===== src/rtl/demux7_dispatch.sv =====
// 1-to-7 registered result dispatcher with per-port one-entry holding registers and valid/ack handshake.
// Optional sticky invalid-select flag enabled by defining DEMUX7_ERR_EN.
module demux7_dispatch #(
  parameter int DATA_W = 32,
  parameter int CNT_W  = 16
) (
  input  logic                  clk,
  input  logic                  reset,
  input  logic                  in_valid,
  input  logic [2:0]            in_sel,
  input  logic [DATA_W-1:0]     in_data,
  output logic                  in_ready,
  output logic [6:0]            out_valid,
  output logic [7*DATA_W-1:0]   out_data,
  input  logic [6:0]            out_ack,
  output logic [CNT_W-1:0]      xfer_cnt,
  output logic                  err
);

  typedef enum logic {
    ST_EMPTY = 1'b0,
    ST_FULL  = 1'b1
  } port_state_t;

  localparam int         NPORT    = 7;
  localparam logic [2:0] SEL_DROP = 3'd7;

  logic [NPORT-1:0] w_hit;
  logic             w_sel_drop;
  logic             w_accept;
  logic [CNT_W-1:0] r_xfer_cnt;

  assign w_sel_drop = (in_sel == SEL_DROP);

  // Select 7 hits no port, so it is always ready and simply dropped.
  assign in_ready = ~|(w_hit & out_valid & ~out_ack);
  assign w_accept = in_valid & in_ready;

  genvar gi;
  generate
    for (gi = 0; gi < NPORT; gi++) begin : g_port
      port_state_t       r_state;
      port_state_t       w_state_next;
      logic [DATA_W-1:0] r_data;
      logic              w_acc;

      assign w_hit[gi] = (in_sel == 3'(gi));
      assign w_acc     = w_accept & w_hit[gi];

      always_ff @(posedge clk) begin
        if (reset) begin
          r_state <= ST_EMPTY;
          r_data  <= '0;
        end else begin
          r_state <= w_state_next;
          if (w_acc) begin
            r_data <= in_data;
          end
        end
      end

      // An accept wins over a same-cycle ack: the slot is refilled, not emptied.
      always_comb begin
        w_state_next = r_state;
        case (r_state)
          ST_EMPTY: if (w_acc) w_state_next = ST_FULL;
          ST_FULL:  if (!w_acc && out_ack[gi]) w_state_next = ST_EMPTY;
          default:  w_state_next = ST_EMPTY;
        endcase
      end

      assign out_valid[gi]                   = (r_state == ST_FULL);
      assign out_data[gi*DATA_W +: DATA_W]   = r_data;
    end
  endgenerate

  always_ff @(posedge clk) begin
    if (reset) begin
      r_xfer_cnt <= '0;
    end else if (w_accept && !w_sel_drop) begin
      r_xfer_cnt <= r_xfer_cnt + CNT_W'(1);
    end
  end

  assign xfer_cnt = r_xfer_cnt;

`ifdef DEMUX7_ERR_EN
  logic r_err;

  always_ff @(posedge clk) begin
    if (reset) begin
      r_err <= 1'b0;
    end else if (in_valid && w_sel_drop) begin
      r_err <= 1'b1;
    end
  end

  assign err = r_err;
`else
  assign err = 1'b0;
`endif

endmodule


===== config.mk =====
export PLATFORM = sky130hd
export DESIGN_NAME = demux7_dispatch
export DESIGN_NICKNAME = d
export VERILOG_FILES = /design/src/rtl/demux7_dispatch.sv
export SDC_FILE = /design/constraint.sdc
export NUM_CORES = 1
export LEC_CHECK = 0
export BUFFER_PORTS_ARGS = -buffer_cell sky130_fd_sc_hd__buf_2
export CELL_PAD_IN_SITES_DETAIL_PLACEMENT = 2
export CELL_PAD_IN_SITES_GLOBAL_PLACEMENT = 2
export CORE_MARGIN = 4
export CORE_UTILIZATION = 28
export CTS_CLUSTER_DIAMETER = 120
export CTS_CLUSTER_SIZE = 20
export DETAILED_ROUTE_END_ITERATION = 10
export PLACE_DENSITY = 0.75
export SKIP_CTS_REPAIR_TIMING = 1
export SLEW_MARGIN = 20
export SYNTH_ARGS = -nofsm -noshare
export SYNTH_HDL_FRONTEND = slang
export SYNTH_SLANG_ARGS = --single-unit
export TNS_END_PERCENT = 5

===== constraint.sdc =====
create_clock -name clk -period 2.3 [get_ports clk]
set_input_delay 0.115 -clock clk [delete_from_list [all_inputs] [get_ports clk]]
set_output_delay 0.115 -clock clk [all_outputs]
set_load 0.02 [all_outputs]

; After elaboration in Yosys (flattened, before gate mapping)
; Cells that the tools add are included.
[classes]
reduce_logical = 19
eq_ne = 7
addsub = 1
bitwise = 18
muxes = 21
[ops]
columns = operator, count
row1 = "16-bit by 1-bit adder with 16-bit output, second input constant", 1
row2 = 7-bit bitwise AND, 2
row3 = 1-bit 2-to-1 mux, 14
row4 = 1-bit case mux with 2 select lines, 7
row5 = "3-bit equality test, second input constant", 4
row6 = 1-bit zero test, 9
row7 = 1-bit bitwise AND, 8
row8 = 1-bit logical AND, 8
row9 = 1-bit inverter, 7
row10 = 7-bit inverter, 1
row11 = 7-bit OR reduction, 1
row12 = "3-bit by 2-bit equality test with 1-bit output, second input constant", 2
row13 = "3-bit by 1-bit equality test with 1-bit output, second input constant", 1
row14 = 3-bit zero test, 1
[totals]
ff_bits = 247
out_inout_bits = 249
inputBits = 45
elab_cells = 81

; Logic depth before layout (Yosys ltp)
[logic_depth]
depth_word = 11
ltp_mapped = 8
ltp_nobuf = 6

; Worst setup path after synthesis
; Ideal clock, no wire load.
[synth_timing]
path_type = reg-to-reg
startpoint = register g_port[0].r_state
endpoint = register r_xfer_cnt[5], in the netlist xfer_cnt[5]
slack_ps = 458
stages_incl_launch_ff = 7
arrival_ps = 1718
t_required_ps = 2177
setup_time_ps = 123
n_path_buf = 1
synth_period_minus_slack_ps = 1842
cell_sequence = dfxtp_1 > or4b_4 > a31o_1 > and4_4 > buf_6 > nand4_1 > mux2_1
[synth_via]
elab_chain_cells = 6
[synth_lines]
columns = item, line_no
row1 = "start, declared", 42  ; port_state_t r_state;
row2 = "start signal, assigned", 55  ; r_state <= w_state_next;
row3 = 7-bit bitwise AND (2 in a row), 36  ; assign in_ready = ~|(w_hit & out_valid & ~out_ack);
row4 = 7-bit OR reduction, 36
row5 = 1-bit zero test, 36
row6 = 1-bit bitwise AND, 37  ; assign w_accept = in_valid & in_ready;
row7 = 1-bit logical AND, 80  ; end else if (w_accept && !w_sel_drop) begin
row8 = "end signal, assigned", 81  ; r_xfer_cnt <= r_xfer_cnt + CNT_W'(1);
row9 = "end, declared", 31  ; logic [CNT_W-1:0] r_xfer_cnt;
; Every way passes these cells.
; A chain may end at the register's enable or synchronous reset.

; Final worst setup path
[layout_timing]
startpoint = register g_port[0].r_state
endpoint = output port in_ready
[layout_via]
elab_chain_cells = 4
[layout_lines]
columns = item, line_no
row1 = 7-bit bitwise AND (2 in a row), 36
row2 = 7-bit OR reduction, 36
row3 = 1-bit zero test, 36
row4 = "end, declared", 12  ; output logic in_ready,
; Every way passes these cells.

==> results summary <==
The flow ran to the end, and the final reports show no timing, DRC or antenna violations. The share of the Yosys chip area taken by registers is 55.29%. The initial antenna violation count is 0.

The final routed wirelength across all metal layers came out at 37.60 mm. Of the available clock period, the critical path in the final layout requires 92.59%. Net switching is 26.06% of the power. The transition at the pin with the smallest max-transition slack came out at 0.6028 ns. The CTS buffer count is 16. Dividing the detail-routed wire length by the instance count gives 20.68 um. The cell area after placement is 10820 sq um. The total number of vias came out at 8918.

The HPWL after detailed placement is 26.06 mm. The synthesized design contains 0 enable-type register cells. Cells fill 36.83% of the core in the end.

The total of buffers placed on input and output ports came out at 292. The H-tree depth reported by CTS came out at 1. The distinct cell type count after synthesis came out at 36. The mapped netlist covers 8944 sq um. The clock group share of total power came out at 35.6%. Setup repair after global routing left no endpoint under its margin. Entering global routing, the biggest net connects 84 pins. TritonCTS built the clock tree. For the final database, setup skew stands at 0.01848 ns. For the final routed database, the setup TNS stands at 0 ns. The area share of the largest cell type after synthesis came out at 55.29%.

The final hold violation count came out at 0. The detailed-route DRC error count came out at 0. At the later pin of the worst-skew pair, clock insertion delay measures 0.49 ns. After routing the design area is 11620 sq um. The worst slack after detailed placement came out at 0.4306 ns.

The aggregate global-route resource usage is 20.41%. The congestion estimate from routability-driven global placement came to 0.7355. The number of ports placed on the die boundary came out at 294. The fmax came out at 469.6 MHz. The max capacitance violation total came out at 0. The area of the die is 34860 sq um. In the final layout, the share of cells above drive strength 1 is 25.09%. The floorplan die width is 186.7 um. The net count of the finished layout came out at 1461. Sequential cells burn 55.1% of the power.

In the post-synthesis netlist, the biggest area contributors are sky130_fd_sc_hd__dfxtp_1, sky130_fd_sc_hd__nand2_1, sky130_fd_sc_hd__a21oi_1. The internal portion of the total power is 5.924 mW. The tightest min-delay check is of the input pin to flip-flop type.

The leakage power of the design is 4.813 nW. The tree is rooted in a sky130_fd_sc_hd__clkbuf_16. The switching power is 2.089 mW. After floorplanning, the core was divided into 65 placement rows. The final critical path time including I/O delays and setup came out at 2.129 ns. Power comes to 8.013 mW.

The number of warnings issued by yosys is 0. The antenna violation net count after detailed routing is 0. The global-route congestion overflow total is 0. The wire length of the first global-routing pass is 56.98 mm.

Among all cell types in the netlist, the one instantiated most often is sky130_fd_sc_hd__nand2_1. The height of the die is 186.7 um. Of the total power, combinational logic draws 9.3%.

The count of clock tree sinks came out at 247. The worst setup slack after layout came out at 0.1705 ns. The worst-path maximum fanout came out at 13. The post-synth net total came out at 1177. The data arrival at the endpoint of the critical path is 2.01 ns. The endpoint required time on the critical path is 2.18 ns. The layout filler cell count is 3680.

The number of flip-flops and latches in the synthesized netlist came out at 247. Power spread over the standard cell area amounts to 689.4 nW/um^2. Summed over all instances, the cell type with the most area after synthesis is sky130_fd_sc_hd__dfxtp_1. The kind of end point of the critical path is an output port. The number of DRC violations after detailed-routing iteration 0 is 287. The gate count of the mapped netlist is 1131. The average cell area after synthesis is 7.908 sq um. The average vias per placed instance is 4.905. The via count of the first global-routing pass is 9343. The count of final setup violators is 0. After clock tree synthesis, the clock-pin slew on the worst setup and hold paths is 0.09 ns.

The type of element launching the critical path is a flip-flop. Among all flip-flop cells after synthesis, the most frequent one is sky130_fd_sc_hd__dfxtp_1. Counting instances in the post-synthesis netlist gives the leading cell types as sky130_fd_sc_hd__nand2_1, sky130_fd_sc_hd__dfxtp_1, sky130_fd_sc_hd__a21oi_1.

For this configuration, the core starts out at a cell density of 28.34%. The proportion of register bits with asynchronous set or reset after synthesis came out at 0%. The synthesis-to-finish area growth is 29.95%. The number of pins exceeding their max-slew limit in the final report is 0. The relative max-transition margin is 59.73%. After floorplanning, the core was sized to cover 31560 sq um. The largest buffer count on any clock path is 3. The startpoint-to-endpoint class of the critical path is flip-flop to output port.

Across the VDD grid, the largest voltage drop is 0.3468 mV. The first TritonRoute pass finished after 4 iterations.
## worst paths after layout
check                         end                  from  slack (ns)  cells after the start
max                      in_ready     g_port[0].r_state        0.17                      5
max reg2reg          xfer_cnt[12]           xfer_cnt[3]        0.45                      5
min reg2reg  g_port[1].r_data[31]  g_port[1].r_data[31]        0.46                      2
min             g_port[4].r_state            out_ack[4]        0.01                      3
## per-stage QoR
| stage | std cells | hold slack, ns |
|---|---|---|
| after floorplan | 1131 | 0.2510 |
| after global placement | 1764 | 0.4343 |
| after detailed placement | 1764 | 0.4416 |
| after CTS | 1782 | -0.09810 |
| after global routing | 1817 | 0.006443 |
| final | 1818 | 0.01074 |
## power by group through the flow
stage                     clock network (mW)  logic (mW)  registers, mW
after global routing                    3.18       0.814           4.43
final                                   2.85       0.747           4.41
after detailed placement                   0       0.711           4.51
after floorplan                            0       0.259           4.61
after CTS                               3.00       0.714           4.41
after global placement                     0       0.699           4.51
## critical path: stages, from the launching register on
cell	delay (ns)
sky130_fd_sc_hd__dfxtp_1	0.35
sky130_fd_sc_hd__or4b_4	0.47
sky130_fd_sc_hd__a31o_1	0.28
sky130_fd_sc_hd__nand3_4	0.17
sky130_fd_sc_hd__inv_1	0.09
sky130_fd_sc_hd__buf_2	0.17
## cells in the final DEF, fill, tap and decap left out, types with 9 or more instances in the layout
master | Yosys | final
sky130_fd_sc_hd__nand2_1 | 452 | 452
sky130_fd_sc_hd__buf_2 | 16 | 291
sky130_fd_sc_hd__dfxtp_1 | 247 | 247
sky130_fd_sc_hd__a21oi_1 | 241 | 241
sky130_fd_sc_hd__dlygate4sd3_1 | 0 | 35
sky130_fd_sc_hd__buf_4 | 9 | 24
sky130_fd_sc_hd__clkbuf_16 | 0 | 17
sky130_fd_sc_hd__nand3_1 | 12 | 9
sky130_fd_sc_hd__nor2_1 | 10 | 9
## cell type report
class	count	area, sq um	area share [%]
multi-input cells	791	3618	31.13
inverters	3	11.26	0.09689
clock inverters	1	16.27	0.1400
well taps	402	503.0	4.328
flip-flops and latches	247	4945	42.54
clock buffers	17	425.4	3.660
repair buffers	356	2101	18.08
diodes	1	2.502	0.02153
## metal layers
layer / track usage [%] / part of all wire (%)
met2: 36.83 / 50
met4: 3.072 / 1.1
met1: 24.83 / 43
met3: 5.630 / 6.3
met5: 0 / 0
## logic make-up after synthesis
kind of cell | count (synthesis) | share of synthesized area [%]
and+or+nand+nor | 527 | 24.45
AOI/OAI and AO/OA | 257 | 14.87
DFF | 247 | 55.29
buffers and inverters | 93 | 4.673
xor gates and xnor gates | 3 | 0.2938
muxes | 2 | 0.2378
adders and majority gates | 1 | 0.1399
other | 1 | 0.04193
## registers in the layout, indices dropped and copies added (netlist names)
| signal | cells |
|---|---|
| g_port.r_state | 7 |
| g_port.r_data | 224 |
| xfer_cnt | 16 |
Note: power is estimated with default switching activity, not from simulation.
